--- config.mk ---
export PLATFORM = sky130hd
export DESIGN_NAME = apb_regbank_slave
export DESIGN_NICKNAME = d
export VERILOG_FILES = /design/src/rtl/apb_regbank_slave.sv
export SDC_FILE = /design/constraint.sdc
export NUM_CORES = 1
export LEC_CHECK = 0
export ABC_AREA = 1
export CORE_AREA = 2 2 139 209
export DETAILED_ROUTE_END_ITERATION = 10
export DIE_AREA = 0 0 141 211
export PLACE_DENSITY = 0.77
export SYNTH_ARGS = -nofsm -noshare
export SYNTH_HDL_FRONTEND = slang
export SYNTH_SLANG_ARGS = --single-unit
--- constraint.sdc ---
create_clock -name clk_i -period 5.2 [get_ports clk_i]
set_input_delay 1.04 -clock clk_i [delete_from_list [all_inputs] [get_ports clk_i]]
set_output_delay 1.04 -clock clk_i [all_outputs]
set_load 0.01 [all_outputs]
--- src/rtl/apb_regbank_slave.sv ---
// APB3 register-bank slave: NUM_REGS read/write registers, a read-only
// access counter at 0xFF8 and a read-only ID register at 0xFFC.
// Every ACCESS phase is stretched by WAIT_CYCLES wait states.
// Illegal accesses complete with pslverr_o.
//
// Handshake: a transfer is in its ACCESS phase while psel_i & penable_i
// is high. It completes in the cycle where pready_o is high. All state
// side effects are committed on the rising edge that ends that cycle.
// prdata_o and pslverr_o carry meaning only in that cycle and are 0
// otherwise.
module apb_regbank_slave #(
  parameter int          NUM_REGS    = 8,
  parameter int          WAIT_CYCLES = 0,
  parameter logic [31:0] ID_VALUE    = 32'hA5B0_0001
) (
  input  logic                     clk_i,
  input  logic                     rst_i,
  input  logic [11:0]              paddr_i,
  input  logic                     psel_i,
  input  logic                     penable_i,
  input  logic                     pwrite_i,
  input  logic [31:0]              pwdata_i,
  output logic [31:0]              prdata_o,
  output logic                     pready_o,
  output logic                     pslverr_o,
  output logic [32*NUM_REGS-1:0]   regs_o
);

  localparam logic [10:0] NUM_REGS_W = 11'(NUM_REGS);
  localparam logic [3:0]  WAIT_W     = 4'(WAIT_CYCLES);

  typedef enum logic {
    ST_IDLE   = 1'b0,
    ST_ACCESS = 1'b1
  } state_t;

  state_t      state;
  logic [3:0]  wcnt;
  logic [31:0] cnt;
  logic [31:0] regs [NUM_REGS];

  logic        bus_act;
  logic [9:0]  idx;
  logic        rw_hit;
  logic        cnt_hit;
  logic        id_hit;
  logic        bad_acc;
  logic [31:0] rd_rw;
  logic [31:0] rd_mux;

  assign bus_act = psel_i & penable_i;
  assign idx     = paddr_i[11:2];

  // Address decode. The CNT and ID offsets lie above any legal RW index,
  // so the three hit signals are mutually exclusive.
  assign rw_hit  = (paddr_i[1:0] == 2'b00) && ({1'b0, idx} < NUM_REGS_W);
  assign cnt_hit = (paddr_i == 12'hFF8);
  assign id_hit  = (paddr_i == 12'hFFC);
  assign bad_acc = ~(rw_hit | cnt_hit | id_hit) | (pwrite_i & (cnt_hit | id_hit));

  // The completion cycle. Reset forces it low, so nothing commits on a
  // reset edge.
  assign pready_o  = bus_act & (wcnt == WAIT_W) & ~rst_i;
  assign pslverr_o = pready_o & bad_acc;
  assign prdata_o  = (pready_o & ~pwrite_i & ~bad_acc) ? rd_mux : 32'h0;

  // Select the RW register addressed by idx.
  always_comb begin
    rd_rw = 32'h0;
    for (int i = 0; i < NUM_REGS; i++) begin
      if (idx == 10'(i)) rd_rw = regs[i];
    end
  end

  // Read data source select. The counter is sampled before this transfer's
  // own increment.
  always_comb begin
    rd_mux = 32'h0;
    if (rw_hit)       rd_mux = rd_rw;
    else if (cnt_hit) rd_mux = cnt;
    else if (id_hit)  rd_mux = ID_VALUE;
  end

  // Access FSM with wait-state counter. wcnt stays 0 outside ACCESS.
  // A dropped psel_i/penable_i returns to IDLE without any commit.
  always_ff @(posedge clk_i) begin
    if (rst_i) begin
      state <= ST_IDLE;
      wcnt  <= 4'd0;
    end else begin
      case (state)
        ST_IDLE: begin
          wcnt <= 4'd0;
          if (bus_act && !pready_o) begin
            state <= ST_ACCESS;
            wcnt  <= 4'd1;
          end
        end
        ST_ACCESS: begin
          if (!bus_act || pready_o) begin
            state <= ST_IDLE;
            wcnt  <= 4'd0;
          end else begin
            wcnt <= wcnt + 4'd1;
          end
        end
        default: begin
          state <= ST_IDLE;
          wcnt  <= 4'd0;
        end
      endcase
    end
  end

  // Access counter: one count per completed transfer, good or errored.
  always_ff @(posedge clk_i) begin
    if (rst_i) cnt <= 32'h0;
    else if (pready_o) cnt <= cnt + 32'h1;
  end

  // RW register writes on a successful completed write.
  always_ff @(posedge clk_i) begin
    if (rst_i) begin
      for (int i = 0; i < NUM_REGS; i++) regs[i] <= 32'h0;
    end else if (pready_o && pwrite_i && rw_hit) begin
      for (int i = 0; i < NUM_REGS; i++) begin
        if (idx == 10'(i)) regs[i] <= pwdata_i;
      end
    end
  end

  // Flat export of the register bank.
  for (genvar g = 0; g < NUM_REGS; g++) begin : g_regs_o
    assign regs_o[32*g +: 32] = regs[g];
  end

endmodule

==> out/results.ini, run 1 <==
[die]
die_w_um = 141
fp-row-count = 75
coreArea_um2 = 27900
initial_core_util_pct = 49.4
die_h_um = 211
die_area_um2 = 29800
ios = 339

[detailed_routing]
detail-route-antenna-nets = 0
drt-total-wl_um = 51800
drc_errors = 0
dr.pass1.iters = 5
vias = 12500
wire_per_inst_um = 24.4
drt-initial-drc-count = 1386
viasPerCell = 5.87

[layout]
num-fill-cells = 2172
seq_area_um2 = 8430
multiInputGateArea_um2 = 4470
postLayoutCoreUtil_pct = 66.6
nNetsFinal = 1810
area_growth_pct = 34.7
drive_above_1_share_pct = 7.75

[clock_network]
clock_path_buffers = 3
cts_tree = yes
cts_setup_buffers = 0
cts-buffers-inserted = 28
clk_pin_slew_ns = 0.07
cts_root_buf = clkbuf_16
ctsHoldBuffers = 0
cts.repair.resized = 0
clock_latency_ns = 0.57
h-tree-depth = 1
cts.sinks = 293

[global_routing]
grt_max_degree = 41
grt-ovfl-total = 0
track_usage_pct = 34.2
grt_pass1_wl_um = 75700
antenna_found_initial = 1
grt_pass1_vias = 12400

[setup_path]
critPathCaptureType = output port
cp-start-kind = input pin
cp_data_required_time_ns = 4.16
critPathKind = in2out
rr_worst_depth = 10
crit_end = prdata_o[12]
critPathLaunch = paddr_i[2]
crit_path_max_fanout = 15
r2r_start = wcnt[0]
timing.rr.end = regs[1][37]
crit_arrival_ns = 3.85
reg2reg_slack_ns = 2.16

[power]
power.leakage_uw = 0.00700
power_uw = 5340
p_per_area_nw_per_um2 = 288
vdd_drop_max_v = 0.000291

[sta]
finalSetupTns_ns = 0
fin_crit_sh_pct = 94.0
drv_slew = 0
fin_ws_ns = 0.313
relSlewSlack_pct = 32.8
min_period_ns = 4.89
tightest_slew_ns = 1.00
setup_viol = 0
max_freq_mhz = 205
rsz0062_at_grt = false
hold_violations = 0
final.setup_skew_ns = 0.0174

[logic_synthesis]
synthFlopType = edfxtp_1
yosysTopAreaCell = edfxtp_1
yosys-top-cells-area = edfxtp_1 (56%), nor2_1 (8.2%), nand3_1 (6.3%)
yosysSeqAreaShare_pct = 61.2
async_flop_share_pct = 0
ys_warn_count = 0
ys_ff_latch = 293
syn_area_um2 = 13800
synth_common_cells = nor2_1 (302), edfxtp_1 (256), nand2_1 (206), nand3_1 (173), inv_1 (119)
avgSynthCellArea_um2 = 9.64
synth_cells = 1429
synth_cell_types = 38
synthesis.nets = 1481
synth-edff-count = 256
yosysMostFrequentCell = nor2_1
synth_top_area_share_pct = 55.8

[run_status]
status = completed

[placement]
gp_congestion = 1.06
hpwl_um = 36800
io_buffers = 338
dp_slack_ns = 0.358

[hold_path]
holdCritPathClass = reg2reg
hold_depth = 1

[run]
maxCapViolCount = 0

==> cells by family (layout without fill, tap and decap cells) <==
logic type | Yosys count | after routing | synth area share, %
XOR/XNOR | 13 | 13 | 0.827
adder cells (fa/ha/maj) | 3 | 3 | 0.273
AND/OR/NAND/NOR | 778 | 778 | 25.6
flip-flops | 293 | 293 | 61.2
buffers and inverters | 202 | 553 | 6.77
AO/OA/AOI/OAI | 140 | 140 | 5.32
other | 0 | 1 | 0
==> flip-flops by register name, summed over array words and instances (netlist names) <==
register	flops
wcnt	4
regs	256
cnt	32
state	1
==> worst min path at each step <==
| stage | startpoint | end |
|---|---|---|
| floorplan | state | wcnt[0] |
| global placement | state | wcnt[0] |
| detailed placement | state | wcnt[0] |
| CTS | state | wcnt[0] |
| global route | state | wcnt[0] |
| finish | state | wcnt[0] |
==> power breakdown <==
group | leakage [uW] | switching, uW | total, uW | internal [uW]
Sequential | 0.00298 | 62.0 | 2700 | 2640
Clock | 0.000496 | 925 | 2220 | 1290
Combinational | 0.00352 | 240 | 424 | 184
==> stage by stage <==
step | cell area [um2] | hold slack (ns) | cells
2_1_floorplan | 13800 | 0.409 | 1429
3_3_place_gp | 17500 | 0.418 | 2074
3_5_place_dp | 17500 | 0.434 | 2074
4_1_cts | 18600 | 0.434 | 2126
5_1_grt | 18600 | 0.460 | 2127
6_report | 18600 | 0.433 | 2127
==> placed cells by master, fill, tap and decap left out, drive strengths merged <==
cell type      count
a21oi             58
a31o               7
and3               1
buf               38
bufinv             3
clkbuf            37
clkdlybuf4s50    338
clkinv             9
clkinvlp           1
dfxtp             37
diode              1
edfxtp           256
ha                 3
inv              127
nand2            215
nand3            179
nand3b             1
nand4             42
nor2             316
nor3              20
nor3b              1
nor4               1
o21a               2
o21ai             72
o22ai              1
or2                2
xnor2              1
xor2              12
==> final cells by class <==
| type | instances | share of cell area [%] |
|---|---|---|
| diodes | 1 | 0.0135 |
| clock buffers | 37 | 4.52 |
| clock inverters | 15 | 0.944 |
| inverters | 125 | 2.53 |
| multi-input cells | 934 | 24.1 |
| flip-flops and latches | 293 | 45.4 |
| well taps | 346 | 2.33 |
| repair buffers | 376 | 20.2 |
==> metal layers <==
layer	vias up	share of wire, %	GRT usage [%]
met5	-	0	0
met4	0	6.1	19.0
li1	5483	-	-
met3	186	9.3	6.03
met2	864	51	59.5
met1	5950	34	40.1
==> worst max-delay path: stages <==
cell and delay (ns):
clkdlybuf4s50_1 0.56, nor2_4 0.34, nand2_2 0.11, nor2_4 0.15, nand2_2 0.12, inv_2 0.34, buf_4 0.28, nand2_1 0.07
nand4_1 0.09, nor2_1 0.05, nor2_1 0.15, clkdlybuf4s50_1 0.56
(Power assumes the default switching activity.)
==> inputs of run 2 (changes only) <==
==> config.mk (replaced) <==
export PLATFORM = sky130hd
export DESIGN_NAME = apb_regbank_slave
export DESIGN_NICKNAME = d
export VERILOG_FILES = /design/src/rtl/apb_regbank_slave.sv
export SDC_FILE = /design/constraint.sdc
export NUM_CORES = 1
export LEC_CHECK = 0
export ABC_AREA = 0
export CORE_AREA = 2 2 199 143
export CTS_BUF_LIST = sky130_fd_sc_hd__clkbuf_4
export DETAILED_ROUTE_END_ITERATION = 10
export DIE_AREA = 0 0 201 145
export PLACE_DENSITY = 0.78
export SYNTH_ARGS = -nofsm -noshare
export SYNTH_HDL_FRONTEND = slang
export SYNTH_SLANG_ARGS = --single-unit
==> out/results.ini, run 2 <==
[run_status]
status = completed  ; unchanged

[detailed_routing]
drt-total-wl_um = 54900  ; was 51800 um
drc_errors = 0  ; unchanged
viasPerCell = 6.25  ; was 5.87
dr.pass1.iters = 6  ; was 5
vias = 12700  ; was 12500
detail-route-antenna-nets = 0  ; unchanged
wire_per_inst_um = 27.0  ; was 24.4 um
drt-initial-drc-count = 2052  ; was 1386

[die]
initial_core_util_pct = 50.3  ; was 49.4%
coreArea_um2 = 27200  ; was 27900 um2
ios = 339  ; unchanged
die_h_um = 145  ; was 211 um
die_area_um2 = 29100  ; was 29800 um2
fp-row-count = 51  ; was 75
die_w_um = 201  ; was 141 um

[layout]
mostFrequentLayoutCells = clkdlybuf4s50_1 (333), edfxtp_1 (256), nor2_1 (247), clkbuf_4 (109), a21oi_1 (78)  ; was clkdlybuf4s50_1 (338), nor2_1 (301), edfxtp_1 (256), nand2_1 (200), nand3_1 (173)
seq_area_um2 = 8430  ; unchanged
final_common_cell = clkdlybuf4s50_1  ; unchanged
reg_top3 = regs x256, cnt x32, wcnt x4  ; unchanged
largest_reg_flops = 256  ; unchanged
multiInputGateArea_um2 = 4760  ; was 4470 um2
num-fill-cells = 2022  ; was 2172
regMostFlops = regs  ; unchanged
drive_above_1_share_pct = 14.0  ; was 7.75%
nNetsFinal = 1655  ; was 1810
area_growth_pct = 37.1  ; was 34.7%

[setup_path]
max_stage_delay_ns = 0.69  ; was 0.56 ns
critPathCaptureType = output port  ; unchanged
crit_chain = clkdlybuf4s50_1 -> or4_4 -> nor4b_4 -> buf_4 -> buf_12 -> a22oi_1 -> a311oi_1 -> clkdlybuf4s50_1  ; was clkdlybuf4s50_1 -> nor2_4 -> nand2_2 -> nor2_4 -> nand2_2 -> inv_2 -> buf_4 -> nand2_1 -> nand4_1 -> nor2_1 -> nor2_1 -> clkdlybuf4s50_1
timing.rr.end = regs[0][77]  ; was regs[1][37]
crit_top_cell = clkdlybuf4s50_1
rr_worst_depth = 9  ; was 10
cp_data_required_time_ns = 4.16  ; about the same
reg2reg_slack_ns = 2.30  ; was 2.16 ns
r2r_start = wcnt[0]  ; unchanged
crit_path_top_delay_cell = clkdlybuf4s50_1  ; unchanged
cp-start-kind = input pin  ; unchanged
crit_arrival_ns = 4.14  ; was 3.85 ns
crit_path_max_fanout = 26  ; was 15
critPathKind = in2out  ; unchanged

[clock_network]
clock_latency_ns = 0.68  ; was 0.57 ns
clk_pin_slew_ns = 0.07  ; about the same
cts_tree = yes  ; unchanged
cts.sinks = 293  ; unchanged
cts_setup_buffers = 0  ; unchanged
cts_root_buf = clkbuf_4  ; was clkbuf_16
h-tree-depth = 3  ; was 1
ctsHoldBuffers = 0  ; unchanged
clock_path_buffers = 3  ; unchanged
cts-buffers-inserted = 73  ; was 28
cts.repair.resized = 0  ; unchanged

[run]
maxCapViolCount = 0  ; unchanged

[sta]
max_freq_mhz = 193  ; was 205 MHz
drv_slew = 0  ; unchanged
tightest_slew_ns = 0.837  ; was 1.00 ns
hold_violations = 0  ; unchanged
rsz0062_at_grt = false  ; unchanged
final.setup_skew_ns = 0.0423  ; was 0.0174 ns
min_period_ns = 5.18  ; was 4.89 ns
finalSetupTns_ns = 0  ; unchanged
fin_crit_sh_pct = 99.5  ; was 94.0%
setup_viol = 0  ; unchanged
fin_hold_ws_ns = 0.469  ; was 0.433 ns
relSlewSlack_pct = 44.2  ; was 32.8%

[logic_synthesis]
synth_top_area_share_pct = 56.1  ; was 55.8%
yosysSeqAreaShare_pct = 61.5  ; was 61.2%
synth_common_cells = edfxtp_1 (256), nor2_1 (248), a21oi_1 (78), clkbuf_1 (71), inv_1 (50)  ; was nor2_1 (302), edfxtp_1 (256), nand2_1 (206), nand3_1 (173), inv_1 (119)
yosysTopAreaCell = edfxtp_1  ; unchanged
synth-edff-count = 256  ; unchanged
synthesis.nets = 1277  ; was 1481
yosysMostFrequentCell = edfxtp_1  ; was nor2_1
avgSynthCellArea_um2 = 11.2  ; was 9.64 um2
syn_area_um2 = 13700  ; was 13800 um2
yosys-top-cells-area = edfxtp_1 (56%), nor2_1 (6.8%), dfxtp_1 (5.4%)  ; was edfxtp_1 (56%), nor2_1 (8.2%), nand3_1 (6.3%)
synth_cell_types = 67  ; was 38
ys_ff_latch = 293  ; unchanged
synth_cells = 1225  ; was 1429
synthFlopType = edfxtp_1  ; unchanged
async_flop_share_pct = 0  ; unchanged
ys_warn_count = 0  ; unchanged

[power]
p_per_area_nw_per_um2 = 292  ; was 288 nW/um2
power.leakage_uw = 0.00678  ; was 0.00700 uW
vdd_drop_max_v = 0.000209  ; was 0.000291 V

[hold_path]
holdCritPathClass = reg2reg  ; unchanged
min_from = state  ; unchanged
hold_depth = 1  ; unchanged
hold_end = wcnt[0]  ; unchanged

[global_routing]
grt-ovfl-total = 0  ; unchanged
top_usage_layer = met2  ; unchanged
grt_max_degree = 74  ; was 41
met3_usage_pct = 11.9  ; was 6.03%
track_usage_pct = 36.8  ; was 34.2%
grt_pass1_wl_um = 79500  ; was 75700 um
antenna_found_initial = 3  ; was 1
grt_pass1_vias = 12500  ; was 12400
grtUsageMet1_pct = 51.3  ; was 40.1%
grtUsageMet2_pct = 53.6  ; was 59.5%

[placement]
hpwl_um = 37000  ; was 36800 um
gp_congestion = 0.998  ; was 1.06
io_buffers = 338  ; unchanged

## run 2: changes by cell type in the layout (fill, tap and decap cells not counted), sizes merged, moves of 21 or more
cell	delta
buf	+24
nand3	-154
nor2	-68
clkbuf	+72
nand4	-30
nor4	+26
nand2	-172
o21ai	-40
nand2b	+47
a221oi	+21
mux2i	+48
inv	-75
## run 2: cell families (layout without fill, tap and decap cells)
family	Yosys count	count (layout)	synth area share [%]
adder cells (fa/ha/maj)	3	3	0.274
multiplexers	58	58	4.74
flip-flops	293	293	61.5
AO/OA/AOI/OAI	230	230	11.4
other	0	2	0
XOR/XNOR	25	25	1.60
AND/OR/NAND/NOR	473	473	16.4
buffers and inverters	143	579	4.07
## run 2: metrics by stage
step / util [%] / cell area [um2] / cells / setup slack [ns] / power (uW)
floorplan: - / 13700 / 1225 / 1.26 / 3000
global placement: 65.2 / 17800 / 1899 / 0.223 / 3400
detailed placement: 65.2 / 17800 / 1899 / 0.159 / 3400
CTS: 68.9 / 18800 / 2032 / 0.162 / 5470
global route: 68.9 / 18800 / 2033 / 0.0262 / 5630
finish: 68.9 / 18800 / 2034 / 0.0243 / 5490
## run 2: report_power, final
part,internal (uW),switching [uW]
Combinational,282,360
Clock,1120,991
Sequential,2660,74.5
## run 2: cell type report
| class | instances | area share (%) |
|---|---|---|
| sequential | 293 | 44.9 |
| multi-input combinational | 789 | 25.3 |
| timing repair buffer | 395 | 20.9 |
| clock buffer | 109 | 4.36 |
| tap | 371 | 2.47 |
| clock inverter | 24 | 1.03 |
| inverter | 51 | 1.02 |
| antenna | 2 | 0.0267 |
## run 2: worst max path at each step
| stage | cells past startpoint | slack [ns] | to | start |
|---|---|---|---|---|
| after detailed placement | 8 | 0.16 | prdata_o[28] | paddr_i[7] |
| after CTS | 8 | 0.16 | prdata_o[28] | paddr_i[7] |
| final | 8 | 0.02 | prdata_o[28] | paddr_i[7] |
| after global placement | 8 | 0.22 | prdata_o[23] | paddr_i[7] |
| after floorplan | 5 | 1.26 | prdata_o[26] | paddr_i[7] |
| after global routing | 8 | 0.03 | prdata_o[23] | paddr_i[7] |
## run 2: routing by layer
layer,vias up,wire (um)
met5,-,13
met4,2,1850
met3,169,8440
met2,1114,23600
met1,6146,21000
li1,5285,-
## run 2: worst max-delay path, delay by kind of cell
kind	cells	cell delay [ns]
and+or+nand+nor	2	0.89
buffers and inverters	4	1.69
AOI/OAI and AO/OA	2	0.50
==> inputs of run 3 (changes only) <==
--- a/config.mk
+++ b/config.mk
@@ -6,10 +6,10 @@
 export NUM_CORES = 1
 export LEC_CHECK = 0
 export ABC_AREA = 0
-export CORE_AREA = 2 2 199 143
+export CORE_AREA = 3 3 200 144
 export CTS_BUF_LIST = sky130_fd_sc_hd__clkbuf_4
 export DETAILED_ROUTE_END_ITERATION = 10
-export DIE_AREA = 0 0 201 145
+export DIE_AREA = 0 0 203 147
 export PLACE_DENSITY = 0.78
 export SYNTH_ARGS = -nofsm -noshare
 export SYNTH_HDL_FRONTEND = slang
==> constraint.sdc (replaced) <==
create_clock -name clk_i -period 5 [get_ports clk_i]
set_input_delay 1 -clock clk_i [delete_from_list [all_inputs] [get_ports clk_i]]
set_output_delay 1 -clock clk_i [all_outputs]
set_load 0.01 [all_outputs]
==> out/results.ini, run 3 (synthesis gave the netlist of run 2 again) <==
[setup_path]
critPathCaptureType = output port  ; unchanged
cp_data_required_time_ns = 4.00  ; was 4.16 ns
crit_arrival_ns = 3.97  ; was 4.14 ns
cp-start-kind = input pin  ; unchanged
crit_path_top_delay_cell = or4_4  ; was clkdlybuf4s50_1
crit_path_max_fanout = 25  ; was 26
rr_worst_depth = 9  ; unchanged
max_stage_delay_ns = 0.61  ; was 0.69 ns
r2r_start = wcnt[0]  ; unchanged
timing.rr.end = regs[0][4]  ; was regs[0][77]
reg2reg_slack_ns = 2.19  ; was 2.30 ns
crit_chain = clkdlybuf4s50_1 -> or4_4 -> buf_4 -> nor4_4 -> buf_12 -> a2111oi_0 -> a2111oi_1 -> buf_4 -> clkdlybuf4s50_1  ; was clkdlybuf4s50_1 -> or4_4 -> nor4b_4 -> buf_4 -> buf_12 -> a22oi_1 -> a311oi_1 -> clkdlybuf4s50_1
critPathKind = in2out  ; unchanged

[layout]
nNetsFinal = 1666  ; was 1655
area_growth_pct = 36.8  ; was 37.1%
drive_above_1_share_pct = 13.9  ; was 14.0%
regMostFlops = regs  ; unchanged
final_common_cell = clkdlybuf4s50_1  ; unchanged
mostFrequentLayoutCells = clkdlybuf4s50_1 (331), edfxtp_1 (256), nor2_1 (248), clkbuf_4 (98), a21oi_1 (77)  ; was clkdlybuf4s50_1 (333), edfxtp_1 (256), nor2_1 (247), clkbuf_4 (109), a21oi_1 (78)
reg_top3 = regs x256, cnt x32, wcnt x4  ; unchanged
largest_reg_flops = 256  ; unchanged

[power]
power.leakage_uw = 0.00677  ; was 0.00678 uW
vdd_drop_max_v = 0.000184  ; was 0.000209 V
power_uw = 5440  ; was 5490 uW
p_per_area_nw_per_um2 = 290  ; was 292 nW/um2

[die]
initial_core_util_pct = 51.3  ; was 50.3%
coreArea_um2 = 26700  ; was 27200 um2
die_w_um = 203  ; was 201 um
fp-row-count = 50  ; was 51
ios = 339  ; unchanged
die_area_um2 = 29800  ; was 29100 um2
die_h_um = 147  ; was 145 um

[global_routing]
grtUsageMet2_pct = 51.7  ; was 53.6%
grt_max_degree = 74  ; unchanged
grt_pass1_vias = 12300  ; was 12500
track_usage_pct = 35.6  ; was 36.8%
grt_pass1_wl_um = 79100  ; was 79500 um
top_usage_layer = met2  ; unchanged
grtUsageMet1_pct = 50.3  ; was 51.3%
met3_usage_pct = 12.4  ; was 11.9%
antenna_found_initial = 1  ; was 3
grt-ovfl-total = 0  ; unchanged

[run_status]
status = completed  ; unchanged

[sta]
min_period_ns = 4.97
finalSetupTns_ns = 0  ; unchanged
relSlewSlack_pct = 46.1  ; was 44.2%
rsz0062_at_grt = false  ; unchanged
tightest_slew_ns = 0.806  ; was 0.837 ns
fin_hold_ws_ns = 0.471  ; was 0.469 ns
max_freq_mhz = 201
fin_crit_sh_pct = 99.3
final.setup_skew_ns = 0.0464  ; was 0.0423 ns
drv_slew = 0  ; unchanged
hold_violations = 0  ; unchanged
fin_ws_ns = 0.0344  ; was 0.0243 ns
setup_viol = 0  ; unchanged

[clock_network]
ctsHoldBuffers = 0  ; unchanged
h-tree-depth = 3  ; unchanged
cts_tree = yes  ; unchanged
clock_latency_ns = 0.72  ; was 0.68 ns
cts.sinks = 293  ; unchanged
cts_root_buf = clkbuf_4  ; unchanged
cts-buffers-inserted = 71  ; was 73
clock_path_buffers = 3  ; unchanged
clk_pin_slew_ns = 0.07  ; about the same

[detailed_routing]
dr.pass1.iters = 6  ; unchanged
drt-initial-drc-count = 1870  ; was 2052
drc_errors = 0  ; unchanged
drt-total-wl_um = 54000  ; was 54900 um
viasPerCell = 6.21  ; was 6.25
detail-route-antenna-nets = 0  ; unchanged
vias = 12600  ; was 12700
wire_per_inst_um = 26.7  ; was 27.0 um

[hold_path]
min_from = state  ; unchanged
hold_depth = 1  ; unchanged
hold_end = wcnt[0]  ; unchanged
holdCritPathClass = reg2reg  ; unchanged

[placement]
gp_congestion = 0.948  ; was 0.998
dp_slack_ns = 0.0561  ; was 0.159 ns
hpwl_um = 38000  ; was 37000 um
io_buffers = 338  ; unchanged

[run]
maxCapViolCount = 0  ; unchanged

## run 3: changes by cell type in the layout (fill, tap and decap cells not counted), moves of 5 or more
cell	before	now
nor4_2	0	5
buf_4	50	62
clkinv_2	8	1
clkbuf_4	109	98
nor4_1	26	21
## run 3: layout make-up
type,count,area (um2)
multi-input cells,789,4790
clock inverters,19,106
diodes,3,7.51
well taps,364,455
flip-flops and latches,293,8430
repair buffers,408,4020
clock buffers,98,736
fillers,1998,7980
inverters,51,191
## run 3: critical path, delay by kind of cell
family / cells / cell delay, ns
simple gates: 2 / 0.86
compound gates: 2 / 0.55
buf+inv: 5 / 1.54
## run 3: routing by layer
metal	share of wire [%]	vias to the layer above	wire [um]
met5	0	-	0
met4	2.9	0	1580
met3	15	122	8350
met2	43	1121	23200
met1	39	6035	20900
li1	-	5291	-
## run 3: metrics by stage
step / instances / cell area, um2 / utilization (%)
after floorplan: 1225 / 13700 / -
after global placement: 1904 / 17800 / 66.7
after detailed placement: 1904 / 17800 / 66.7
after CTS: 2021 / 18700 / 69.9
after global routing: 2023 / 18700 / 70.1
final: 2025 / 18700 / 70.1
## run 3: worst max path at each step
stage / startpoint / endpoint / slack [ns]
after global routing: paddr_i[6] / prdata_o[14] / 0.004
after detailed placement: paddr_i[7] / prdata_o[12] / 0.06
after floorplan: paddr_i[7] / prdata_o[26] / 1.14
after global placement: paddr_i[7] / prdata_o[12] / 0.14
final: paddr_i[6] / prdata_o[26] / 0.03
after CTS: paddr_i[7] / prdata_o[12] / 0.04
## run 3: what timing repair did
item / in CTS / in global routing
buffers inserted: 0 / 1
endpoints found under the hold margin: 0 / 0
gates resized for setup: 0 / 12
endpoints found under the setup margin: 0 / 7
## run 3: power breakdown
part / internal (uW) / switching (uW)
clock: 955 / 976
sequential: 2760 / 81.9
combinational: 295 / 365
